**src/rtl/seg_data_formatter_if.sv**
```systemverilog
// Bus between the MMIO write decode (master) and seg_data_formatter (slave).
// seg_data feeds the seven-segment driver's seg_in.
interface seg_data_formatter_if #(
    parameter int BIN_W  = 32,
    parameter int DIGITS = 8
);
    logic                  wr_en;
    logic [BIN_W-1:0]      wr_data;
    logic                  dec_mode;
    logic                  ready;
    logic                  done;
    logic [4*DIGITS-1:0]   seg_data;

    modport master (
        output wr_en, wr_data, dec_mode,
        input  ready, done, seg_data
    );

    modport slave (
        input  wr_en, wr_data, dec_mode,
        output ready, done, seg_data
    );
endinterface

```
**src/rtl/seg_data_formatter.sv**
```systemverilog
// Turns an MMIO write into packed display nibbles: hex passthrough or iterative double-dabble BCD.
// Optional feature macro SEG_SIGNED_EN: signed decimal with a leading '-' (4'hF) digit.
module seg_data_formatter #(
    parameter int BIN_W  = 32,
    parameter int DIGITS = 8
) (
    input  logic               clk_i,
    input  logic               rst_i,
    seg_data_formatter_if.slave bus
);
    localparam int SEG_W = 4 * DIGITS;
    localparam int CNT_W = $clog2(BIN_W + 1);

    localparam logic [1:0] IDLE = 2'd0;
    localparam logic [1:0] CONV = 2'd1;
    localparam logic [1:0] LOAD = 2'd2;

    function automatic logic [63:0] pow10(input int n);
        logic [63:0] p;
        p = 64'd1;
        for (int k = 0; k < n; k++) p = p * 64'd10;
        return p;
    endfunction

    localparam logic [63:0]      MAX_UNS = pow10(DIGITS) - 64'd1;
    localparam logic [CNT_W-1:0] LAST    = CNT_W'(BIN_W - 1);

    logic [1:0]       state_q, state_d;
    logic [SEG_W-1:0] seg_q, seg_d;
    logic [BIN_W-1:0] bin_q, bin_d;
    logic [SEG_W-1:0] bcd_q, bcd_d;
    logic [CNT_W-1:0] cnt_q, cnt_d;
    logic             done_q, done_d;
    logic [SEG_W-1:0] adj;
    logic [BIN_W-1:0] mag;
    logic             ovf;

`ifdef SEG_SIGNED_EN
    localparam logic [63:0] MAX_SGN = pow10(DIGITS - 1) - 64'd1;
    logic neg_q, neg_d;
    logic neg;

    // The most-negative input negates to itself and lands far above MAX_SGN, so it overflows naturally.
    always_comb begin
        neg = bus.wr_data[BIN_W-1];
        mag = neg ? (-bus.wr_data) : bus.wr_data;
        ovf = neg ? (64'(mag) > MAX_SGN) : (64'(bus.wr_data) > MAX_UNS);
    end
`else
    always_comb begin
        mag = bus.wr_data;
        ovf = 64'(bus.wr_data) > MAX_UNS;
    end
`endif

    always_comb begin
        state_d = state_q;
        seg_d   = seg_q;
        bin_d   = bin_q;
        bcd_d   = bcd_q;
        cnt_d   = cnt_q;
        done_d  = 1'b0;
        adj     = bcd_q;
`ifdef SEG_SIGNED_EN
        neg_d   = neg_q;
`endif
        case (state_q)
            IDLE: begin
                if (bus.wr_en) begin
                    if (!bus.dec_mode) begin
                        seg_d  = SEG_W'(bus.wr_data);
                        done_d = 1'b1;
                    end else if (ovf) begin
                        seg_d  = '1;
                        done_d = 1'b1;
                    end else begin
                        bin_d   = mag;
                        bcd_d   = '0;
                        cnt_d   = '0;
                        state_d = CONV;
`ifdef SEG_SIGNED_EN
                        neg_d   = neg;
`endif
                    end
                end
            end
            CONV: begin
                for (int i = 0; i < DIGITS; i++) begin
                    if (adj[4*i +: 4] >= 4'd5) adj[4*i +: 4] = adj[4*i +: 4] + 4'd3;
                end
                // The BCD MSB falls off here; the range check keeps it zero.
                {bcd_d, bin_d} = {adj[SEG_W-2:0], bin_q, 1'b0};
                cnt_d = cnt_q + 1'b1;
                if (cnt_q == LAST) state_d = LOAD;
            end
            LOAD: begin
                seg_d = bcd_q;
`ifdef SEG_SIGNED_EN
                if (neg_q) seg_d[SEG_W-1 -: 4] = 4'hF;
`endif
                done_d  = 1'b1;
                state_d = IDLE;
            end
            default: state_d = IDLE;
        endcase
    end

    always_ff @(posedge clk_i) begin
        if (rst_i) begin
            state_q <= IDLE;
            seg_q   <= '0;
            bin_q   <= '0;
            bcd_q   <= '0;
            cnt_q   <= '0;
            done_q  <= 1'b0;
`ifdef SEG_SIGNED_EN
            neg_q   <= 1'b0;
`endif
        end else begin
            state_q <= state_d;
            seg_q   <= seg_d;
            bin_q   <= bin_d;
            bcd_q   <= bcd_d;
            cnt_q   <= cnt_d;
            done_q  <= done_d;
`ifdef SEG_SIGNED_EN
            neg_q   <= neg_d;
`endif
        end
    end

    assign bus.ready    = (state_q == IDLE);
    assign bus.done     = done_q;
    assign bus.seg_data = seg_q;
endmodule

```
**src/flat_wrapper.sv**
```systemverilog
// flat-port wrapper written by rule: the top's interface ports become plain ports
module seg_data_formatter_flat 
#(
    parameter int BIN_W  = 32,
    parameter int DIGITS = 8
)
  (clk_i, rst_i, bus_wr_en, bus_wr_data, bus_dec_mode, bus_ready, bus_done, bus_seg_data);
  seg_data_formatter_if #(.BIN_W(BIN_W), .DIGITS(DIGITS)) bus_i ();
  input  logic clk_i;
  input  logic rst_i;
  input wire logic [$bits(bus_i.wr_en)-1:0] bus_wr_en;
  input wire logic [$bits(bus_i.wr_data)-1:0] bus_wr_data;
  input wire logic [$bits(bus_i.dec_mode)-1:0] bus_dec_mode;
  output wire logic [$bits(bus_i.ready)-1:0] bus_ready;
  output wire logic [$bits(bus_i.done)-1:0] bus_done;
  output wire logic [$bits(bus_i.seg_data)-1:0] bus_seg_data;
  assign bus_i.wr_en = bus_wr_en;
  assign bus_i.wr_data = bus_wr_data;
  assign bus_i.dec_mode = bus_dec_mode;
  assign bus_ready = bus_i.ready;
  assign bus_done = bus_i.done;
  assign bus_seg_data = bus_i.seg_data;
  seg_data_formatter #(.BIN_W(BIN_W), .DIGITS(DIGITS)) u_core (.clk_i(clk_i), .rst_i(rst_i), .bus(bus_i));
endmodule
```
**config.mk**
```make
export PLATFORM = sky130hd
export DESIGN_NAME = seg_data_formatter_flat
export DESIGN_NICKNAME = d
export VERILOG_FILES = /design/src/rtl/seg_data_formatter_if.sv /design/src/rtl/seg_data_formatter.sv /design/src/flat_wrapper.sv
export SDC_FILE = /design/constraint.sdc
export NUM_CORES = 1
export LEC_CHECK = 0
export CAP_MARGIN = 20
export CORE_MARGIN = 10
export CORE_UTILIZATION = 49
export CTS_CLUSTER_DIAMETER = 120
export CTS_CLUSTER_SIZE = 25
export DETAILED_ROUTE_END_ITERATION = 12
export GPL_TIMING_DRIVEN = 0
export HOLD_SLACK_MARGIN = 0.03
export PLACE_DENSITY_LB_ADDON = 0.2
export SETUP_SLACK_MARGIN = 0.05
export SLEW_MARGIN = 20
export SYNTH_ARGS = -nofsm -noshare
export SYNTH_HDL_FRONTEND = slang
export SYNTH_SLANG_ARGS = --single-unit
```
**constraint.sdc**
```tcl
create_clock -name clk_i -period 5.2 [get_ports clk_i]
set_input_delay 1.04 -clock clk_i [delete_from_list [all_inputs] [get_ports clk_i]]
set_output_delay 1.04 -clock clk_i [all_outputs]
set_load 0.03 [all_outputs]
```
* After elaboration in Yosys (flattened, before gate mapping)
Cells that the tools add are included.
W data, S select, Z words.
** Operators by class
- Reduce and logical (&&, ||, !) cells :: 6
- Magnitude comparators :: 9
- Mux-type cells :: 33
- Equality and inequality tests :: 8
- $add $sub $neg :: 9
** Operators with widths (count)
- $mux W32 :: 9
- $pmux W32 S2 :: 3
- $ge A4 B3 Y1 const B :: 8
- $gt A32 B27 Y1 const B :: 1
- $add A4 B2 Y4 const B :: 7
- $mux W4 :: 7
- $mux W6 :: 3
- $pmux W6 S2 :: 1
- $mux W2 :: 4
- $reduce_and A4 Y1 :: 2
- $add A6 B1 Y6 const B :: 1
- $eq A6 B5 Y1 const B :: 1
- $ne A2 B2 Y1 const B :: 3
- $pmux W2 S2 :: 1
- $reduce_bool A2 Y1 :: 2
- $add A3 B2 Y3 const B :: 1
- $mux W1 :: 3
- $mux W3 :: 1
- $ne A3 B2 Y1 const B :: 1
- $reduce_and A3 Y1 :: 1
- $eq A2 B1 Y1 const B :: 1
- $eq A2 B2 Y1 const B :: 1
- $logic_not A2 Y1 :: 1
- $ne A2 B1 Y1 const B :: 1
- $pmux W1 S2 :: 1
** Word-level totals
- Bits of input ports :: 36
- Output and inout port bits :: 34
- Word-level logic and storage cells :: 71
- Bits in registers :: 105

* Depth between registers and ports, before layout
Gate-level depths: netlist (run 1).
- Word-level depth :: 5
- Depth in mapped cells :: 8
- Depth with buffers taken out :: 7

* Least setup slack after synthesis (run 1)
Ideal clock, no wire load.
- Path kind :: in2reg
- From :: in bus_wr_data[11]
- To :: reg u_core.seg_q[0], in the netlist u_core.bus.seg_data[0]
- Setup slack :: 2373 ps
- Data arrival time :: 2706 ps
- Stages :: 6
- Path through :: or4_1 -> o211ai_2 -> a32oi_2 -> a31oi_4 -> buf_6 -> mux2_2
** Between the ends
- Longest elaborated chain between the ends :: 3
** RTL lines
- start: declaration :: line flat_wrapper.sv:12 : input wire logic [$bits(bus_i.wr_data)-1:0] bus_wr_data;
- $gt A32 B27 Y1 :: line seg_data_formatter.sv:52 : ovf = 64'(bus.wr_data) > MAX_UNS;
- $ne A3 B2 Y1 (no source line)
- $reduce_and A3 Y1 (no source line)
- end signal: assignment :: line seg_data_formatter.sv:121 : seg_q <= seg_d;
- end: declaration :: line seg_data_formatter.sv:29 : logic [SEG_W-1:0] seg_q, seg_d;
Every way passes these cells.
A chain may end at the register's enable or synchronous reset.

* Worst setup path after layout (run 1)
- From :: in bus_wr_data[30]
- To :: reg u_core.seg_q[9], in the netlist u_core.bus.seg_data[9]
The elaborated chain is that of the path after synthesis.

==> results of run 1 <==
-- synthesized netlist by cell type, types with 2 or more instances --
| cell type | number |
|---|---|
| a31oi_1 | 10 |
| o21ai_0 | 21 |
| nor2b_1 | 34 |
| a22o_1 | 13 |
| ha_1 | 17 |
| o22ai_1 | 4 |
| nand3_1 | 9 |
| a41oi_1 | 4 |
| o32ai_1 | 4 |
| a211oi_1 | 15 |
| nand4_1 | 41 |
| xor2_1 | 4 |
| and3_1 | 3 |
| o2bb2ai_1 | 3 |
| and4_1 | 2 |
| nor3_1 | 58 |
| a21oi_1 | 54 |
| a2111oi_0 | 3 |
| mux2_2 | 28 |
| nand2_1 | 78 |
| buf_1 | 4 |
| xnor2_1 | 8 |
| mux2i_1 | 3 |
| inv_1 | 20 |
| clkbuf_1 | 54 |
| a32o_1 | 27 |
| dfxtp_1 | 105 |
| nor2_1 | 29 |
| nor3b_1 | 3 |
| buf_2 | 3 |
| buf_6 | 3 |
| nand2b_1 | 17 |
-- final cells by class --
type	instances	area share [%]
Inverter	20	1.08
Timing Repair Buffer	69	9.94
Clock buffer	9	3.24
Clock inverter	7	1.78
Antenna cell	1	0.0360
Sequential cell	105	30.2
Buffer	64	3.84
Multi-Input combinational cell	509	47.3
Tap cell	143	2.57
-- registers in the layout (all words and copies together) (netlist names) --
name                 cells
u_core.bcd_q            32
u_core.bin_q            32
u_core.bus.done          1
u_core.bus.seg_data     32
u_core.cnt_q             6
u_core.state_q           2
-- worst register-to-register path: stages, from the launching register on --
cell and delay, ns:
dfxtp_1 0.41, nand2b_1 0.13, clkbuf_1 0.32, clkbuf_1 0.45, buf_1 0.52, nor3_1 0.09
a31oi_1 0.16, o32ai_1 0.10
-- kinds of logic (layout without fill, tap and decap cells) --
logic type,count (synthesis),count (layout),share of synthesized area (%)
AOI/OAI and AO/OA,166,166,20.6
xor gates and xnor gates,12,12,1.83
DFF,105,105,36.7
adders and majority gates,17,17,3.71
buffers and inverters,84,169,5.96
other,0,1,0
and+or+nand+nor,282,282,25.0
muxes,32,32,6.23
-- per-layer routing --
layer  vias up  share of wire, %
li1       2710                 -
met1      2725                41
met4         0               3.5
met3        59                11
met2       355                45
met5         -                 0
-- metrics by stage --
stage | setup slack [ns] | area [um^2] | hold slack, ns | util [%]
after floorplan | 2.37 | 5730 | 0.432 | -
after global placement | 1.31 | 6600 | 0.435 | 57.8
after detailed placement | 1.31 | 6600 | 0.449 | 57.8
after CTS | 1.70 | 6950 | 0.453 | 60.8
after global routing | 1.57 | 6950 | 0.465 | 60.8
final | 1.66 | 6950 | 0.452 | 60.9
-- worst min-delay path by stage --
stage | end | slack (ns) | cells past startpoint
floorplan | u_core.bin_q[27] | 0.43 | 2
CTS | u_core.bin_q[28] | 0.45 | 2
finish | u_core.bin_q[28] | 0.45 | 2
detailed placement | u_core.bin_q[31] | 0.45 | 2
global placement | u_core.bin_q[29] | 0.43 | 2
global route | u_core.bin_q[28] | 0.47 | 2
-- power groups by stage --
stage / logic [mW] / registers [mW] / clock network (mW)
after CTS: 0.251 / 0.840 / 0.807
after floorplan: 0.0895 / 0.901 / 0
after global routing: 0.267 / 0.843 / 0.844
after detailed placement: 0.251 / 0.859 / 0
after global placement: 0.247 / 0.857 / 0
final: 0.253 / 0.839 / 0.807
==> metrics.cfg, run 1 <==
[timing]
slew_headroom_pct = 46.6
tightestPinTransition_ns = 0.800
tns_ns = 0
min_period_ns = 3.54
timing.fmax_mhz = 283
fin_skew_ns = 0.0102
fin_crit_sh_pct = 68.0
hold_viol = 0
drv_slew = 0
finalSetupViolCount = 0
grt_setup_unrepaired = no

[power]
pwr-share-seq_pct = 44.2
p_leak_nw = 2.42
pwr-share-clk_pct = 42.5
switchingPower_mw = 0.486
swShare_pct = 25.6
comb_power_share_pct = 13.3
max-vdd-ir-drop_uv = 268
power.internal_mw = 1.41
powerDensity_nw_per_um2 = 273
finalPower_mw = 1.90

[cells_and_area]
syn_to_final_growth_pct = 21.3
fill_cells = 1042
final_cells = 927
final_common_cell = dfxtp_1
final_nets = 831
seqCellArea_um2 = 2100
layout_common_cells = dfxtp_1, nand2_1, clkdlybuf4s50_1
multi_input_area_um2 = 3280
layout-drive-gt1-share_pct = 7.15

[min_path]
hp-start = u_core.bin_q[27]
hp-class = reg2reg

[setup_path]
crit_required_ns = 5.45
ff2ff_setup_slack_ns = 2.89
crit_arrival_ns = 3.79
path_cells = clkdlybuf4s50_1 -> nor4_1 -> and2_0 -> clkbuf_1 -> a32oi_2 -> a31oi_4 -> buf_6 -> mux2_2
critPathBufInv = 3
rr_worst_depth = 7
r2r_start = u_core.state_q[1]
cp_max_fo = 10
startpoint_type = input port
cpPeakStageDelay_ns = 0.54
worstSetupPathType = in2reg
cp_top_family = buffers and inverters
cp_num_cells = 8
crit_path_end = u_core.bus.seg_data[9]
slowest_stage = nor4_1
crit_path_start = bus_wr_data[30]
rr_endpoint = u_core.bcd_q[27]
end_kind = flop

[yosys]
syn_area_per_cell_um2 = 8.21
synth.distinct_cells = 49
synth_top_area_share_pct = 36.7
syn_inst = 698
seq_area_frac_synth_pct = 36.7
ys_async_sr_fraction_pct = 0
synth-seq-cells = 105
syn_nets = 751
synthTopCellsByArea = dfxtp_1, mux2_2, nand2_1
synth_ff_type = dfxtp_1
synth-edff-count = 0
yosysTopAreaCell = dfxtp_1
yosysWarnings = 0
synth_area_um2 = 5730

[detailed_routing]
ant_nets = 0
drt-pass1-iter-count = 7
drt-initial-drc-count = 699
num_vias = 5849
drc_errors = 0
wl_per_cell_um = 20.5
routed_wirelength_um = 19000
routed_via_density = 6.31

[run]
max-cap-violations = 0

[clock_network]
hold_buffers = 0
clock-sinks = 105
clockRootBuffer = clkbuf_16
clockBufferDepth = 2
cts_tree = built
cts_resized = 0
cts_setup_buffers = 0
clock_latency_ns = 0.37
h-tree-depth = 3
tritoncts.num_buffers = 9
clkSlewWorstSetupHoldPaths_ns = 0.08

[placement]
placed_cells = 910
numPortBuffers = 69
globalplace.congestion = 0.908
dp_hpwl_um = 14200

[grt]
grt_start_max_net_pins = 19
met3_usage_pct = 5.13
top_usage_layer = met2
grt_pass1_wl_um = 29300
grtUsageTotal_pct = 22.3
use_met1_pct = 29.3
grt-ovfl-total = 0
grt_pass1_vias = 5431
antenna_found_initial = 0
use_met2_pct = 33.5

[floorplan]
rows = 39
die_width_um = 128
dieArea_um2 = 16400
fp.dieH_um = 128
io-pin-count = 70
core_area_um2 = 11400
initial_core_util_pct = 50.2

[run_status]
status = finished clean

(Power assumes the default switching activity.)
==> inputs of run 2 (changes only) <==
Clock period 5.2 ns to 3.5 ns, I/O delays scaled along.
==> results of run 2 <==
The final DEF is identical to that of run 1. Status: finished clean.
Main changes from that run: setup slack after placement 1.31 ns -> -0.0454 ns; setup slack after layout 1.66 ns -> 0.302 ns; register-to-register setup slack 2.89 ns -> 1.19 ns; total power 1.90 mW -> 2.82 mW; worst IR drop on VDD 268 uV -> 399 uV
